--- src/rtl/inst_fetch.sv ---
// Instruction fetch: one outstanding imem request feeding a 2-entry
// {inst, pc} queue toward decode, with redirect and stale-word drop.
module inst_fetch #(
  parameter logic [63:0] RESET_PC = 64'h0
) (
  input  logic        CLK,
  input  logic        reset,
  input  logic        stall,
  input  logic        redirect,
  input  logic [63:0] redirect_pc,
  output logic        imem_req,
  output logic [63:0] imem_addr,
  input  logic        imem_ack,
  input  logic [31:0] imem_rdata,
  output logic [31:0] inst,
  output logic [63:0] inst_pc,
  output logic        inst_valid
);

  typedef enum logic [1:0] {
    IDLE = 2'd0,
    REQ  = 2'd1,
    DROP = 2'd2
  } state_t;

  state_t      state_q, state_d;
  logic [63:0] fetch_pc_q, fetch_pc_d;
  logic [63:0] stale_q, stale_d;
  logic [1:0]  count_q, count_d;
  logic        head_q, head_d;
  logic [31:0] inst_mem_q [2];
  logic [31:0] inst_mem_d [2];
  logic [63:0] pc_mem_q [2];
  logic [63:0] pc_mem_d [2];

  logic       pop, push, tail;
  logic [1:0] count_nx;

  assign imem_req   = (state_q == REQ) || (state_q == DROP);
  assign imem_addr  = (state_q == DROP) ? stale_q : fetch_pc_q;
  assign inst_valid = (count_q != 2'd0);
  assign inst       = inst_mem_q[head_q];
  assign inst_pc    = pc_mem_q[head_q];

  assign pop      = inst_valid & ~stall & ~redirect;
  assign push     = (state_q == REQ) & imem_ack & ~redirect;
  assign tail     = head_q ^ count_q[0];
  assign count_nx = count_q + 2'(push) - 2'(pop);

  always_comb begin
    state_d    = state_q;
    fetch_pc_d = fetch_pc_q;
    stale_d    = stale_q;
    count_d    = count_q;
    head_d     = head_q;
    inst_mem_d = inst_mem_q;
    pc_mem_d   = pc_mem_q;
    if (redirect) begin
      count_d    = 2'd0;
      fetch_pc_d = {redirect_pc[63:2], 2'b00};
      unique case (state_q)
        REQ: begin
          if (imem_ack) begin
            state_d = IDLE;
          end else begin
            state_d = DROP;
            stale_d = fetch_pc_q;
          end
        end
        // the stale word still completes and is dropped
        DROP: if (imem_ack) state_d = IDLE;
        default: state_d = state_q;
      endcase
    end else begin
      count_d = count_nx;
      if (push) begin
        inst_mem_d[tail] = imem_rdata;
        pc_mem_d[tail]   = fetch_pc_q;
        fetch_pc_d       = fetch_pc_q + 64'd4;
      end
      if (pop) head_d = ~head_q;
      unique case (state_q)
        IDLE: if (count_nx < 2'd2) state_d = REQ;
        REQ: begin
          if (imem_ack)
            state_d = (count_nx < 2'd2) ? REQ : IDLE;
        end
        DROP: if (imem_ack) state_d = IDLE;
        default: state_d = IDLE;
      endcase
    end
  end

  always_ff @(posedge CLK or posedge reset) begin
    if (reset) begin
      state_q       <= IDLE;
      fetch_pc_q    <= RESET_PC;
      stale_q       <= 64'h0;
      count_q       <= 2'd0;
      head_q        <= 1'b0;
      inst_mem_q[0] <= 32'h0;
      inst_mem_q[1] <= 32'h0;
      pc_mem_q[0]   <= 64'h0;
      pc_mem_q[1]   <= 64'h0;
    end else begin
      state_q    <= state_d;
      fetch_pc_q <= fetch_pc_d;
      stale_q    <= stale_d;
      count_q    <= count_d;
      head_q     <= head_d;
      inst_mem_q <= inst_mem_d;
      pc_mem_q   <= pc_mem_d;
    end
  end

endmodule

--- config.mk ---
export PLATFORM = sky130hd
export DESIGN_NAME = inst_fetch
export DESIGN_NICKNAME = d
export VERILOG_FILES = /design/src/rtl/inst_fetch.sv
export SDC_FILE = /design/constraint.sdc
export NUM_CORES = 1
export LEC_CHECK = 0
export ABC_CLOCK_PERIOD_IN_PS = 14400
export BUFFER_PORTS_ARGS = -buffer_cell sky130_fd_sc_hd__buf_2
export CORE_ASPECT_RATIO = 1.5
export CORE_UTILIZATION = 50
export DETAILED_ROUTE_END_ITERATION = 8
export PLACE_DENSITY = 0.72
export SLEW_MARGIN = 20
export SYNTH_ARGS = -nofsm -noshare
export SYNTH_HDL_FRONTEND = slang
export SYNTH_SLANG_ARGS = --single-unit
--- constraint.sdc ---
create_clock -name CLK -period 14.4 [get_ports CLK]
set_input_delay 0 -clock CLK [delete_from_list [all_inputs] [get_ports CLK]]
set_output_delay 0 -clock CLK [all_outputs]
set_load 0.01 [all_outputs]
Word level (Yosys, flattened, before mapping)
Cells that the tools add are included.
Widths: inputs -> output; s select.
- word-level logic and storage cells: 65
- bits of input ports: 101
- output and inout port bits: 162
- register bits: 325
- equality and inequality tests: 5
- reductions and logical operators: 9
- muxes and demuxes: 24
- $lt $le $gt $ge: 4
- $add $sub $neg: 3
- bitwise operators: 11
- operators with widths (operator ; count):
    $mux 64 ; 7
    $bwmux 128 ; 1
    $mux 32 ; 4
    $add 64x3->64 const B ; 1
    $bwmux 64 ; 1
    $demux 64 s1 ; 1
    $demux 32 s1 ; 1
    $mux 2 ; 6
    $ne 3x3->1 const B ; 2
    $pmux 2 s3 ; 1
    $reduce_and 3->1 ; 2
    $and 1x1->1 ; 4
    $ge 2x2->1 const B ; 2
    $not 1->1 ; 4
    $not 1->2 ; 2
    $pmux 2 s2 ; 1
    $reduce_and 2->1 ; 2
    $reduce_bool 2->1 ; 2
    $ne 3x1->1 const B ; 1
    $add 2x1->2 ; 1
    $eq 2x1->1 const B ; 1
    $eq 2x2->1 const B ; 1
    $logic_not 2->1 ; 1
    $lt 2x1->1 const B ; 1
    other kinds (6) ; 6

Logic depth before layout (Yosys ltp)
- depth in word-level cells: 10
- gate-level depth with buffers: 12
- depth with buffers taken out: 11

Worst setup path before layout
OpenSTA, ideal clock, no wires.
- path kind: register -> register
- start point: reg state_q[1]
- end point: reg fetch_pc_q[48]
- stages on the path, launching flop included: 9
- required time: 14.318 ns
- period minus slack after synthesis: 2.513 ns
- buffers on the path: 1
- setup slack: 11.887 ns
- arrival time: 2.431 ns
- cells stage by stage: dfrtp_1 -> inv_1 -> ha_1 -> buf_2 -> nand3_1 -> nor4_1 -> nand2_1 -> or4_1 -> a31oi_1
- longest elaborated chain between the ends: 4
- ends and longest elaborated chain (what ; RTL line ; text):
    start, declared ; 26 ; state_t state_q, state_d;
    start signal, assigned ; 106 ; state_q <= state_d;
    $eq 2x1->1 ; 46 ; assign push = (state_q == REQ) & imem_ack & ~redirect;
    $and 1x1->1 (2 in series) ; 46 ;
    $reduce_bool 2->1 (no line) ; n/a ;
    end signal, assigned ; 107 ; fetch_pc_q <= fetch_pc_d;
    end, declared ; 27 ; logic [63:0] fetch_pc_q, fetch_pc_d;
No other way between the ends.
A chain may end at the register's enable or synchronous reset.

Worst setup path in the final report
- start point: reg state_q[1]
- end point: reg fetch_pc_q[38]
The elaborated chain is that of the path after synthesis.

==> reports/results.txt <==
Outcome: finished clean
RSZ-0062 raised after global routing: false
Most common cell in the netlist: mux2_2
Iteration-0 DRC Markers: 572
Sequential share of power: 41.6%
First-pass GRT wire length: 60,900 µm
Die height: 216 µm
Int Pwr: 2430 µW
Post-synthesis compound-gate area fraction: 3.85%
CTS tree: built
Largest family of logic cells by synthesized area: multiplexers
Initial antenna violation count: 1
Max-Cap Viols: 0
Via density per instance: 5.57
Final period utilization: 21.5%
Pwr Total: 3570 µW
Crit-path cells: inv_1 > ha_1 > nand4_1 > nor4_1 > buf_4 > nand3_1 > xor2_1 > o21ai_0 > dlygate4sd3_1
Critical path's slowest cell: dlygate4sd3_1
Finished Layout Cells: 1,971
Number of global-route vias before repair: 11,500
H-tree levels: 1
Worst hold-check path type: in -> async
DRT Wirelength: 38,700 µm
Xor and xnor area share after synthesis: 2.33%
Static leakage: 0.00836 µW
Syn Area/Cell: 12.4 µm²
Post-Synth Adder-Cell Area: 0.572%
Final hold violation count: 0
Via Count: 11,000
Layout cells sized above 1: 46.7%
Mux cell area share after synthesis: 29.4%
# clock sinks: 317
Clk_skew: 0.0175 ns
Gr usage total: 25.0%
Critical Path AT: 3.61 ns
Post-CTS sizing: 0
Post-Synthesis Cells: 1,236
Comb pwr share: 36.8%
Top cells by count, synth: mux2_2 (398), dfrtp_1 (317), clkbuf_1 (87), nand2_1 (73), o21ai_0 (57)
Chip width: 145 µm
Post-route minimum period: 3.10 ns
CTS Buf Count: 31
CP max stage delay: 0.56 ns
Post-synth top area cell: dfrtp_1
Final core utilization: 62.7%
Wire length per cell: 19.6 µm
Setup TNS Final: 0 ns
Fmax: 322 MHz
Slew margin rel.: 31.2%
Remaining antenna violation count: 0
Switching power share of the total: 31.9%
#FFs+latches synth: 317
Cell area after synthesis: 15,300 µm²
Ys flop type: dfrtp_1
Largest cells by area after synthesis: dfrtp_1 (52%), mux2_2 (29%), clkbuf_1 (2.1%)
NumNets Final: 1,657
NetSw: 1140 µW
Crit path required time: 14.90 ns
Die ar.: 31,300 µm²
Layout area overhead: 23.5%
PortBufs: 256
Slew Limit Fails: 0
Crit. End Element: flip-flop
Residual DRC: 0
Pwr Density: 189 nW/µm²
Crit Path Max Fanout: 13
Ys Warns: 0
Clk_lat worst skew: 0.57 ns
Clock Power Share: 21.7%
Placed insts: 1,804
Starting density of the core: 50.8%
Post-Synth Simple-Gate Area: 8.92%
Synth unique cells: 51
Fillers: 2,302
Largest net degree at the start of global routing: 88
Asr flop ratio synth: 100%
Clk buf depth: 3
Setup CP Type: reg -> reg
EDFF count, synth: 0
Grt total ovfl: 0
Core area: 30,200 µm²
IO Pins: 263
CTS Root Cell: clkbuf_16
# setup viols final: 0
Sequential area share after synthesis: 51.8%
Slew @ Worst Pin: 1.03 ns
GP Congestion: 0.811
Type of origin of the critical path: flip-flop
Worst vdd ir: 0.110 mV
Post-detail-place hpwl: 25,000 µm
First-pass DRT Iterations: 5
Rows: 78
Clock transition at path regs: 0.06 ns
Post-synth top area share: 51.8%
## critical path: cells and delay by family, from the launching register on
kind                     cells  cell delay [ns]
flip-flops                   1             0.44
AND/OR/NAND/NOR              3             0.90
AO/OA/AOI/OAI                1             0.16
buffers and inverters        3             0.89
XOR/XNOR                     1             0.29
adder cells (fa/ha/maj)      1             0.38
## cells in the final DEF (no fill, tap or decap), types with 8 or more instances in the layout
cell type	count
and4_1	11
nor2_1	28
or3_1	11
o31ai_1	9
dfrtp_1	316
xor2_1	24
buf_2	256
inv_1	13
o21ai_0	57
clkbuf_8	8
nand2_1	72
nand3_1	29
buf_4	12
nand4_1	34
nor3_1	11
clkbuf_16	31
xnor2_1	14
a31oi_1	18
or4_1	15
dlygate4sd3_1	112
mux2_2	398
nor4_1	8
## repair_timing
item,4_1_cts,5_1_grt
setup endpoints to repair,0,0
hold buffers,112,0
setup buffers,0,0
endpoints found under the hold margin,214,0
## final timing paths
check	slack (ns)	cells past startpoint	to	from
worst max-delay path	11.30	9	fetch_pc_q[38]	state_q[1]
worst min-delay path	0.08	3	inst_mem_q[39]	reset
worst max register to register	11.30	9	fetch_pc_q[38]	state_q[1]
worst min register to register	0.48	2	stale_q[57]	stale_q[57]
max in group asynchronous	12.86	4	inst_mem_q[10]	reset
min in group CLK	0.18	4	fetch_pc_q[27]	redirect_pc[27]
## logic make-up (layout without fill, tap and decap cells)
| family | after synthesis | after routing |
|---|---|---|
| AOI/OAI and AO/OA | 100 | 100 |
| xor gates and xnor gates | 39 | 39 |
| adders and majority gates | 7 | 7 |
| buffers and inverters | 118 | 449 |
| DFF | 317 | 317 |
| muxes | 400 | 400 |
| other | 1 | 5 |
| and+or+nand+nor | 254 | 254 |
## through the flow
| step | hold slack (ns) | setup slack (ns) | instance area (µm²) |
|---|---|---|---|
| final | 0.0786 | 11.30 | 18900 |
| after global routing | 0.153 | 11.05 | 18900 |
| after floorplan | 0.120 | 5.63 | 15300 |
| after detailed placement | 0.137 | 11.45 | 16800 |
| after global placement | 0.130 | 11.48 | 16800 |
| after CTS | 0.0755 | 11.32 | 18900 |
## power by group through the flow
stage | logic (µW) | registers (µW) | clock network [µW]
6_report | 1310 | 1490 | 775
5_1_grt | 1420 | 1540 | 830
4_1_cts | 1330 | 1480 | 798
2_1_floorplan | 948 | 1390 | 0
3_3_place_gp | 1270 | 1470 | 0
3_5_place_dp | 1290 | 1500 | 0
## area by class of cell
class | instances | area, µm² | share of cell area (%)
multi-input combinational | 804 | 6950 | 36.7
timing repair buffer | 381 | 2500 | 13.2
antenna | 1 | 2.50 | 0.0132
clock inverter | 10 | 61.3 | 0.324
clock buffer | 44 | 905 | 4.78
tap | 400 | 500 | 2.65
sequential | 317 | 7940 | 41.9
inverter | 14 | 60.1 | 0.317
## layer usage
layer  track usage [%]  share of wire (%)  vias up
li1                  -                  -     5057
met1              30.7                 41     5581
met2              44.6                 52      288
met3              3.03                4.7       61
met4              8.91                2.8        0
met5                 0                  0        -
## flip-flops by register name, summed over array words and instances, names as in the netlist
| name | cells |
|---|---|
| inst_mem_q | 64 |
| fetch_pc_q | 62 |
| head_q | 1 |
| state_q | 2 |
| pc_mem_q | 124 |
| count_q | 2 |
| stale_q | 62 |
(Power assumes the default switching activity.)
